<file path="src/rtl/cmac_reset_pkg.sv">
// Shared types and counter sizing for the CMAC reset sequencer.
package cmac_reset_pkg;

    localparam int RETRY_W = 4;
    localparam int MAX_CH  = 8;

    typedef enum logic [1:0] {
        ST_ASSERT,
        ST_RELEASE,
        ST_WAIT_ALIGN,
        ST_RUN
    } seq_state_e;

    // Bits needed to hold 0..max_val; never narrower than one bit.
    function automatic int cnt_w(input int unsigned max_val);
        return (max_val < 1) ? 1 : $clog2(max_val + 1);
    endfunction

endpackage

</file>
<file path="src/rtl/cmac_rst_timer.sv">
// Loadable down-counter that saturates at zero; done is high while the count is zero.
module cmac_rst_timer
    import cmac_reset_pkg::*;
#(
    parameter int unsigned MAX_VAL = 1
) (
    input  logic clk,
    input  logic rst,
    input  logic load,
    input  logic dec,
    output logic done
);

    localparam int W = cnt_w(MAX_VAL);
    localparam logic [W-1:0] LOAD_VAL = W'(MAX_VAL);

    logic [W-1:0] count;

    always_ff @(posedge clk or posedge rst) begin
        if (rst)
            count <= LOAD_VAL;
        else if (load)
            count <= LOAD_VAL;
        else if (dec && count != '0)
            count <= count - W'(1);
    end

    assign done = (count == '0);

endmodule

</file>
<file path="src/rtl/cmac_reset_sequencer.sv">
// Holds, staggers and releases per-channel CMAC resets, retrying channels
// that fail to align and flagging those that exhaust their retries.
module cmac_reset_sequencer
    import cmac_reset_pkg::*;
#(
    parameter int NUM_CH         = 2,
    parameter int HOLD_CYCLES    = 64,
    parameter int STAGGER_CYCLES = 16,
    parameter int ALIGN_TIMEOUT  = 100000,
    parameter int MAX_RETRIES    = 3
) (
    input  logic               init_clk,
    input  logic               src_areset,
    input  logic               sw_reset,
    input  logic [NUM_CH-1:0]  rx_aligned,
    output logic [NUM_CH-1:0]  init_reset,
    output logic [NUM_CH-1:0]  ready,
    output logic [NUM_CH-1:0]  fail,
    output logic               busy,
    output logic [RETRY_W-1:0] retries_used
);

    seq_state_e        state;
    logic [NUM_CH-1:0] tgt;
    logic [NUM_CH-1:0] pend;
    logic [NUM_CH-1:0] low_tgt, low_pend, pend_rest;
    logic              all_aligned, can_retry;
    logic              hold_ld, hold_dec, hold_done;
    logic              stag_ld, stag_dec, stag_done;
    logic              to_ld, to_dec, to_done;

    function automatic logic [NUM_CH-1:0] low_bit(input logic [NUM_CH-1:0] m);
        return m & (~m + NUM_CH'(1));
    endfunction

    assign low_tgt     = low_bit(tgt);
    assign low_pend    = low_bit(pend);
    assign pend_rest   = pend & ~low_pend;
    assign all_aligned = &(rx_aligned | fail);
    assign can_retry   = retries_used < RETRY_W'(MAX_RETRIES);

    always_comb begin
        hold_ld  = 1'b0;
        hold_dec = 1'b0;
        stag_ld  = 1'b0;
        stag_dec = 1'b0;
        to_ld    = 1'b0;
        to_dec   = 1'b0;
        if (sw_reset) begin
            hold_ld = 1'b1;
        end else begin
            case (state)
                ST_ASSERT: begin
                    if (hold_done) stag_ld  = 1'b1;
                    else           hold_dec = 1'b1;
                end
                ST_RELEASE: begin
                    if (pend == '0) begin
                        to_ld = 1'b1;
                    end else if (stag_done) begin
                        stag_ld = 1'b1;
                        to_ld   = (pend_rest == '0);
                    end else begin
                        stag_dec = 1'b1;
                    end
                end
                ST_WAIT_ALIGN: begin
                    if (!all_aligned) begin
                        if (!to_done)       to_dec  = 1'b1;
                        else if (can_retry) hold_ld = 1'b1;
                    end
                end
                default: ;
            endcase
        end
    end

    cmac_rst_timer #(.MAX_VAL(HOLD_CYCLES - 1)) u_hold (
        .clk(init_clk), .rst(src_areset), .load(hold_ld), .dec(hold_dec), .done(hold_done)
    );

    cmac_rst_timer #(.MAX_VAL(STAGGER_CYCLES - 1)) u_stagger (
        .clk(init_clk), .rst(src_areset), .load(stag_ld), .dec(stag_dec), .done(stag_done)
    );

    cmac_rst_timer #(.MAX_VAL(ALIGN_TIMEOUT)) u_timeout (
        .clk(init_clk), .rst(src_areset), .load(to_ld), .dec(to_dec), .done(to_done)
    );

    always_ff @(posedge init_clk or posedge src_areset) begin
        if (src_areset) begin
            state        <= ST_ASSERT;
            tgt          <= '1;
            pend         <= '0;
            init_reset   <= '1;
            ready        <= '0;
            fail         <= '0;
            busy         <= 1'b1;
            retries_used <= '0;
        end else if (sw_reset) begin
            state        <= ST_ASSERT;
            tgt          <= '1;
            pend         <= '0;
            init_reset   <= '1;
            ready        <= '0;
            fail         <= '0;
            busy         <= 1'b1;
            retries_used <= '0;
        end else begin
            ready <= '0;
            case (state)
                ST_ASSERT: begin
                    // First target channel drops on the same edge RELEASE is entered.
                    if (hold_done) begin
                        state      <= ST_RELEASE;
                        init_reset <= init_reset & ~low_tgt;
                        pend       <= tgt & ~low_tgt;
                    end
                end
                ST_RELEASE: begin
                    if (pend == '0) begin
                        state <= ST_WAIT_ALIGN;
                    end else if (stag_done) begin
                        init_reset <= init_reset & ~low_pend;
                        pend       <= pend_rest;
                        if (pend_rest == '0) state <= ST_WAIT_ALIGN;
                    end
                end
                ST_WAIT_ALIGN: begin
                    if (all_aligned) begin
                        state <= ST_RUN;
                        busy  <= 1'b0;
                    end else if (to_done) begin
                        // Aligned channels stay released; only laggards go back into reset.
                        init_reset <= init_reset | ~rx_aligned;
                        if (can_retry) begin
                            state        <= ST_ASSERT;
                            tgt          <= ~rx_aligned;
                            retries_used <= retries_used + RETRY_W'(1);
                        end else begin
                            state <= ST_RUN;
                            busy  <= 1'b0;
                            fail  <= fail | ~rx_aligned;
                        end
                    end
                end
                ST_RUN: begin
                    ready <= rx_aligned & ~init_reset & ~fail;
                end
                default: state <= ST_ASSERT;
            endcase
        end
    end

endmodule

</file>
<file path="config.mk">
export PLATFORM = sky130hd
export DESIGN_NAME = cmac_reset_sequencer
export DESIGN_NICKNAME = d
export VERILOG_FILES = /design/src/rtl/cmac_reset_pkg.sv /design/src/rtl/cmac_rst_timer.sv /design/src/rtl/cmac_reset_sequencer.sv
export SDC_FILE = /design/constraint.sdc
export NUM_CORES = 1
export LEC_CHECK = 0
export CAP_MARGIN = 20
export CORE_MARGIN = 2
export CORE_UTILIZATION = 63
export DETAILED_ROUTE_END_ITERATION = 6
export DONT_BUFFER_PORTS = 1
export PLACE_DENSITY = 0.91
export SYNTH_ARGS = -nofsm -noshare
export SYNTH_HDL_FRONTEND = slang
export SYNTH_SLANG_ARGS = --single-unit
</file>
<file path="constraint.sdc">
create_clock -name init_clk -period 2.9 [get_ports init_clk]
set_clock_uncertainty 0.1 [all_clocks]
set_input_delay 0.435 -clock init_clk [delete_from_list [all_inputs] [get_ports init_clk]]
set_output_delay 0.435 -clock init_clk [all_outputs]
set_load 0.1 [all_outputs]
</file>
## Word-level counts from Yosys, hierarchy flattened

Cells that the tools add are included.

| word-level totals | value |
|---|---|
| register bits | 44 |
| input port bits | 5 |
| output and inout bits | 11 |

| operators by class | value |
|---|---|
| add/subtract/negate cells | 6 |
| magnitude comparators | 1 |
| equality and inequality tests | 14 |
| multiplexer cells | 74 |
| bitwise logic cells | 18 |
| reductions and logical operators | 28 |

Operators with widths:

| operator | count |
|---|---|
| 2-bit 2-to-1 mux | 30 |
| 17-bit 2-to-1 mux | 2 |
| 1-bit 2-to-1 mux | 29 |
| 4-bit 2-to-1 mux | 7 |
| 3-bit inequality test (second input constant) | 6 |
| 17-bit logical NOT | 1 |
| 17-bit nonzero test | 1 |
| 17-bit by 1-bit subtractor with 17-bit output (second input constant) | 1 |
| 2-bit AND | 8 |
| 2-bit inverter | 7 |
| 6-bit 2-to-1 mux | 2 |
| 4-bit inequality test (second input constant) | 3 |
| 2-bit one-hot mux with 3 select lines | 2 |
| 4-bit AND reduction | 3 |
| 2-bit nonzero test | 6 |
| 4-bit nonzero test | 2 |
| 2-bit logical NOT | 3 |
| 6-bit logical NOT | 1 |
| 2-bit OR | 3 |
| 6-bit AND reduction | 1 |
| 3-bit nonzero test | 2 |
| 6-bit nonzero test | 1 |
| 6-bit by 1-bit subtractor with 6-bit output (second input constant) | 1 |
| 5-bit AND reduction | 1 |
| 13 further kinds | 18 |

## Longest topological paths before layout

Gate-level depths: netlist of run 1.

| depth | value |
|---|---|
| depth in word-level cells | 11 |
| gate-level depth with buffers | 8 |
| gate-level depth less buffers | 7 |

## Cells and area by module

From an unflattened synthesis of run 1, not the netlist that was laid out.

| unflattened totals | value |
|---|---|
| cells, all modules | 264 |
| area total of the unflattened synthesis | 2661.3 um^2 |

By module, submodules not included:

| module | times used | cells an instance | area each (um^2) |
|---|---|---|---|
| cmac_rst_timer (u_timeout) | 1 | 107 | 1047.3 |
| cmac_reset_sequencer | 1 | 94 | 962.2 |
| cmac_rst_timer (u_hold) | 1 | 41 | 424.2 |
| cmac_rst_timer (u_stagger) | 1 | 22 | 227.7 |

## Worst setup path after synthesis of run 1

Ideal clock, no wire load.

| timing | value |
|---|---|
| kind | reg2reg |
| start point | register fail[0] |
| end point | register u_timeout.count[15] |
| setup time | 84 ps |
| data arrival time | 2169 ps |
| data required time | 2716 ps |
| slack | 547 ps |
| stages on the path, launching flop included | 6 |
| period minus slack after synthesis | 2353 ps |
| path through | dfrtp_1 > o22ai_1 > nand4_1 > a2111oi_0 > xnor2_1 > nand2_1 |

| on the way | value |
|---|---|
| cells in the longest elaborated chain, start to end | 7 |

RTL lines:

| item | RTL line | source |
|---|---|---|
| from (decl) | cmac_reset_sequencer.sv:18 | `output logic [NUM_CH-1:0] fail,` |
| from (signal assigned) | cmac_reset_sequencer.sv:143 | `fail <= fail \| ~rx_aligned;` |
| 2-bit OR | cmac_reset_sequencer.sv:39 | `assign all_aligned = &(rx_aligned \| fail);` |
| 2-bit AND reduction | cmac_reset_sequencer.sv:39 |  |
| 1-bit 2-to-1 mux | cmac_reset_sequencer.sv:68 | `if (!all_aligned) begin` |
| 1-bit 2-to-1 mux | cmac_reset_sequencer.sv:52 | `case (state)` |
| 1-bit 2-to-1 mux | cmac_reset_sequencer.sv:49 | `if (sw_reset) begin` |
| 1-bit logical AND | cmac_rst_timer.sv:24 | `else if (dec && count != '0)` |
| 2-bit nonzero test (no line) | - |  |
| to (signal assigned) | cmac_rst_timer.sv:25 | `count <= count - W'(1);` |
| to (decl) | cmac_rst_timer.sv:17 | `logic [W-1:0] count;` |

Every way passes these cells.
A chain may end at the register's enable or synchronous reset.

## Worst setup path in the final report of run 1

| timing | value |
|---|---|
| start point | register state[0] |
| end point | register u_timeout.count[15] |

| on the way | value |
|---|---|
| cells in the longest elaborated chain, start to end | 5 |
| elaborated cells on any way between the ends | 9 |
| those cells by class | 2 x eq/ne; 5 x mux; 2 x reduce/logical |

RTL lines:

| item | RTL line | source |
|---|---|---|
| from (decl) | cmac_reset_sequencer.sv:23 | `seq_state_e state;` |
| from (signal assigned) | cmac_reset_sequencer.sv:92 | `state <= ST_ASSERT;` |
| from (signal assigned) | cmac_reset_sequencer.sv:101 | `state <= ST_ASSERT;` |
| from (signal assigned) | cmac_reset_sequencer.sv:115 | `state <= ST_RELEASE;` |
| 2-bit == test | cmac_reset_sequencer.sv:52 |  |
| 1-bit 2-to-1 mux | cmac_reset_sequencer.sv:52 |  |
| 1-bit 2-to-1 mux | cmac_reset_sequencer.sv:49 |  |
| 1-bit logical AND | cmac_rst_timer.sv:24 |  |
| 2-bit nonzero test (no line) | - |  |

Parallel ways exist; a longest one is shown, timed or not.

==> run summary, run 1 <==
Status: finished clean
Iteration-0 DRC Markers: 106
Layout Nets: 271
Finish-stage setup viols: 0
P_sw: 650 uW
CTS Buffer Depth: 2
DR vias/cell: 5.97
Post-synthesis cell area: 2360 um2
Cts hold-fix bufs: 0
Flops & latches, synth: 43
IO buf count: 0
Period utilisation layout: 0.839
Most common cell after layout, fill and taps aside: nor2_1
Residual DRC: 0
Critical Path Source Type: flop
CP max stage delay: 0.62 ns
Critical path's top delay family: simple AND/OR/NAND/NOR gates
WP buf/inv: 1
Critical path type: reg2reg
Fin. Hold Viols: 0
IR drop worst, VDD: 0.489 mV
Slew HR: 0.418
Post-synthesis cell type count: 45
Clock tree from TritonCTS: done
First-pass GRT wire length: 8480 um
CP required: 3.00 ns
Routed WL per cell: 15.7 um
Placed inst area: 2470 um2
Power Density: 703 nW/um2
Leak pwr: 0.00105 uW
Crit path DAT: 2.54 ns
Async set-reset flop share out of synthesis: 1.00
Number of synthesized flops with an enable pin: 0
Total Power: 1800 uW
Comb pwr share: 0.311
GRT overflow: 0
Clock Pin Slew Worst Setup and Hold Paths: 0.08 ns
Most frequent cells in the layout: nor2_1, nand2_1, xnor2_1, dfrtp_1, dfstp_2
Max-slew violations: 0
Die ar.: 4260 um2
Final Wtd Congestion: 0.853
Root Buffer Master: clkbuf_8
F_max: 411 MHz
CTS H-tree depth: 2
Fillers: 280
Core area: 3630 um2
Largest net degree at the start of global routing: 25
Syn Area/Cell: 9.56 um2
Postcts setup bufs: 0
Worst Tran Pin Value: 0.873 ns
Initial Utilization: 0.650
CP max FO: 8
Sequential share of the synthesized area: 0.467
Setup TNS: 0 ns
Synth Instances: 247
Synth warnings: 0
Switch share: 0.362
Die Y: 65.2 um
Total track usage: 0.257
Dpl hpwl: 3500 um
CP Cell Sequence: inv_1, ha_1, nor2b_1, nand4_1, a2111oi_0, xnor2_1, nand2_1
Final ANT Viol Nets: 0
Num CTS Buffers: 5
Initial antenna violation count: 0
Via count: 1,828
Internal power: 1150 uW
Clock Power Share: 0.199
Synth Net Count: 261
# IOs: 16
Pre-Repair DR Iteration Count: 4
Final Critical Period: 2.43 ns
Die Width: 65.2 um
RSZ-0062 raised after global routing: no
Layout area overhead: 8.16%
Worst path slowest cell: a2111oi_0
Vias in the first global route: 1,823
Finished Cell Area: 2550 um2
# diodes: 0
CP Capture Type: flop
CTS Sinks: 43
Most common flop cell mapped by yosys: dfrtp_1
PostCTS Resize Cnt: 0
Reg power frac: 0.490
Max-cap violations: 0
Hold WC Path Type: in2async
Clock Latency Late Sink: 0.29 ns
Routed WL: 4820 um
Share of layout cells above drive strength 1: 0.178
# rows: 22
[per-stage QoR]
step	instances	util	worst slack, ns	hold slack [ns]
detailed placement	298	0.681	0.500	0.407
floorplan	247	-	0.547	0.381
global placement	298	0.681	0.576	0.392
CTS	306	0.703	0.466	0.109
finish	306	0.703	0.466	0.0943
global route	306	0.703	0.139	0.0943
[flip-flops by register name (all words and copies together), names as in the netlist]
| name | count |
|---|---|
| retries_used | 4 |
| u_hold.count | 6 |
| u_timeout.count | 17 |
| pend | 1 |
| busy | 1 |
| u_stagger.count | 4 |
| init_reset | 2 |
| tgt | 2 |
| ready | 2 |
| fail | 2 |
| state | 2 |
[power by group through the flow]
stage               combinational, uW  clock [uW]  sequential, uW
floorplan                         441           0             864
detailed placement                547           0             887
CTS                               556         361             877
finish                            559         357             880
global route                      632         393             894
global placement                  518           0             881
[metal layers]
layer | GRT usage | share of wire | vias up
met5 | 0 | 0 | -
met4 | 0.0625 | 0.0044 | 0
met3 | 0.0514 | 0.050 | 2
met2 | 0.403 | 0.49 | 48
met1 | 0.369 | 0.46 | 896
li1 | - | - | 882
[synth_stat cells, drive strengths merged (4+ instances only)]
master  number  share of area
nor4         9          0.030
nand3        6          0.013
ha           9          0.048
nor3         8          0.017
inv         13          0.021
dfstp       21           0.23
dfrtp       22           0.23
mux2i        4          0.017
o21ai        5          0.011
nor2b        4          0.011
nand2       24          0.038
buf          5          0.010
a211oi       6          0.019
or3          6          0.016
xnor2       22          0.082
nand4        4          0.011
nor2        31          0.049
clkbuf       4         0.0064
a21oi        7          0.016
[cells by family after synthesis]
kind of cell	after synthesis	synth area share
and+or+nand+nor	110	0.243
adders and majority gates	9	0.0477
muxes	4	0.0169
xor gates and xnor gates	22	0.0816
buffers and inverters	23	0.0387
AOI/OAI and AO/OA	36	0.105
DFF	43	0.467
[layout make-up]
cell class / count / area [um2] / share of cell area
Clock buffer: 7 / 76.3 / 0.0299
Clock inverter: 1 / 5.00 / 0.00196
Inverter: 14 / 52.6 / 0.0206
Multi-Input combinational cell: 181 / 1170 / 0.457
Sequential cell: 43 / 1100 / 0.431
Tap cell: 48 / 60.1 / 0.0235
Timing Repair Buffer: 12 / 90.1 / 0.0353
[path summary, 6_finish.rpt]
kind | startpoint | endpoint | slack [ns] | cells past startpoint
worst max-delay path | state[0] | u_timeout.count[15] | 0.47 | 7
worst min-delay path | src_areset | pend[1] | 0.09 | 1
worst max register to register | state[0] | u_timeout.count[15] | 0.47 | 7
worst min register to register | u_stagger.count[1] | u_stagger.count[1] | 0.42 | 2
max in group asynchronous | src_areset | u_timeout.count[5] | 1.86 | 2
min in group init_clk | rx_aligned[0] | tgt[0] | 0.11 | 1
Note: power is estimated with default switching activity, not from simulation.
==> run 2: changes to the inputs <==
Clock period 2.9 ns to 2.5 ns, I/O delays scaled along.
==> run summary, run 2 (synthesis results as in run 1) <==
Number of flip-flops in the largest register: 17 (unchanged)
Layout area overhead: 10.7%
Largest net degree at the start of global routing: 26 (+4.0%)
Crit path DAT: 2.51 ns (-0.03 ns)
# diodes: 0 (unchanged)
Storage cell area: 1100 um2 (unchanged)
Vias in the first global route: 1,840 (+0.93%)
Reg2Reg Depth: 7 (unchanged)
Residual DRC: 0 (unchanged)
Num CTS Buffers: 5 (unchanged)
M1 WL: 2350 um (+6.5%)
Top Metal Used: met4
Initial Utilization: 0.650 (unchanged)
R2r setup slk: 0.10 ns (-0.37 ns)
Period utilisation layout: 0.960 (+0.121)
Clock Latency Late Sink: 0.30 ns (about the same)
Most frequent cells in the layout: nor2_1, nand2_1, xnor2_1, dfrtp_1, dfstp_2
CTS Sinks: 43 (unchanged)
Iteration-0 DRC Markers: 179 (+69%)
GRT overflow: 0 (unchanged)
Via count: 1,866 (+2.1%)
# IOs: 16 (unchanged)
Routed wl met2: 2430 um (+3.5%)
CTS Buffer Depth: 2 (unchanged)
Share of layout cells above drive strength 1: 0.195 (+0.0164)
DR vias/cell: 6.02 (+0.76%)
Worst Setup SP: state[0]
R2r endpoint: u_timeout.count[7]
Slew HR: 0.414 (-0.00423)
CP Capture Type: flop
Critical path type: reg2reg
Finished Layout Cells: 310 (+1.3%)
Routed WL: 5140 um (+6.7%)
CP required: 2.61 ns (-0.39 ns)
Pre-Repair DR Iteration Count: 4 (unchanged)
Multi-input logic area: 1170 um2 (+0.43%)
Hold WC Path Type: in2reg
Max-slew violations: 0 (unchanged)
Root Buffer Master: clkbuf_8
Routed wire length on met3: 276 um (+15%)
Power Density: 830 nW/um2 (+18%)
IO buf count: 0 (unchanged)
Setup TNS: 0 ns (unchanged)
Most common cell after layout, fill and taps aside: nor2_1
Fillers: 264 (-5.7%)
Status: finished clean
Biggest register: u_timeout.count
Worst Tran Pin Value: 0.879 ns (+0.00635 ns)
Max-cap violations: 0 (unchanged)
# rows: 22 (unchanged)
Clock tree from TritonCTS: done
IR drop worst, VDD: 0.396 mV (-19%)
Largest registers: u_timeout.count (17), u_hold.count (6)
F_max: 417 MHz (+1.4%)
CP max FO: 5 (-3)
Final ANT Viol Nets: 0 (unchanged)
Leak pwr: 0.00108 uW (+3.1%)
First-pass GRT wire length: 8650 um (+2.0%)
Die ar.: 4260 um2 (unchanged)
Finished Cell Area: 2620 um2 (+2.4%)
Final Critical Period: 2.40 ns (-0.0344 ns)
CTS H-tree depth: 2 (unchanged)
Dpl hpwl: 3500 um (about the same)
Total Power: 2170 uW (+21%)
Placed inst area: 2510 um2 (+1.4%)
Core area: 3630 um2 (unchanged)
Post-layout util: 0.720 (+0.0165)
Critical Path Source Type: flop
Initial antenna violation count: 0 (unchanged)
Critical Path End: u_timeout.count[7]
Clock Pin Slew Worst Setup and Hold Paths: 0.08 ns (about the same)
Cells after DPL: 301 (+1.0%)
Routed WL per cell: 16.6 um (+5.4%)
Die Y: 65.2 um (unchanged)
Worst R2R Start: state[0]
Finish-stage setup viols: 0 (unchanged)
Total track usage: 0.270 (+0.0126)
Final Wtd Congestion: 0.945 (+11%)
Fin. Hold Viols: 0 (unchanged)
Die Width: 65.2 um (unchanged)
Layout Nets: 275 (+1.5%)
-- run 2: worst min path at each step --
stage                  start               to  slack [ns]  cells after the start
5_1_grt             sw_reset  retries_used[1]        0.03                      1
2_1_floorplan  rx_aligned[0]           tgt[0]        0.34                      1
6_report            sw_reset          pend[1]        0.03                      1
3_3_place_gp      src_areset  retries_used[1]        0.32                      1
4_1_cts             sw_reset          pend[1]        0.03                      1
3_5_place_dp      src_areset  retries_used[1]        0.33                      1
-- run 2: critical path, stage by stage (launching register included) --
cell	delay, ns
dfrtp_1	0.42
inv_1	0.12
ha_1	0.19
nor2b_1	0.26
nand4_1	0.29
a2111oi_1	0.67
xnor2_1	0.19
nand2_1	0.09
-- run 2: final cells by class --
class,count,share of cell area
sequential,43,0.422
inverter,14,0.0201
multi-input combinational,181,0.449
clock buffer,7,0.0330
clock inverter,1,0.00191
tap,48,0.0230
timing repair buffer,16,0.0517
-- run 2: timing repair --
item | in CTS | in global routing
hold endpoints to repair | 3 | 0
setup buffers | 0 | 0
hold buffers | 1 | 0
resized for setup | 0 | 2
setup endpoints to repair | 0 | 2
-- run 2: where the power goes --
| group | total, uW | leakage [uW] | internal (uW) | switching [uW] |
|---|---|---|---|---|
| clock | 456 | 0.0000482 | 223 | 233 |
| sequential | 1030 | 0.000525 | 866 | 166 |
| combinational | 682 | 0.000504 | 279 | 403 |
| total | 2170 | 0.00108 | 1370 | 803 |
-- run 2: through the flow --
step           hold WS (ns)  setup WS, ns
3_5_place_dp          0.326         0.181
2_1_floorplan         0.342         0.147
5_1_grt              0.0258      -0.00615
3_3_place_gp          0.321         0.241
4_1_cts              0.0286        0.0640
6_report             0.0307         0.100
-- run 2: routing by layer --
metal	vias to the layer above	global-route usage
met2	66	0.436
met4	0	0.0964
met5	-	0
li1	890	-
met1	902	0.351
met3	8	0.0702
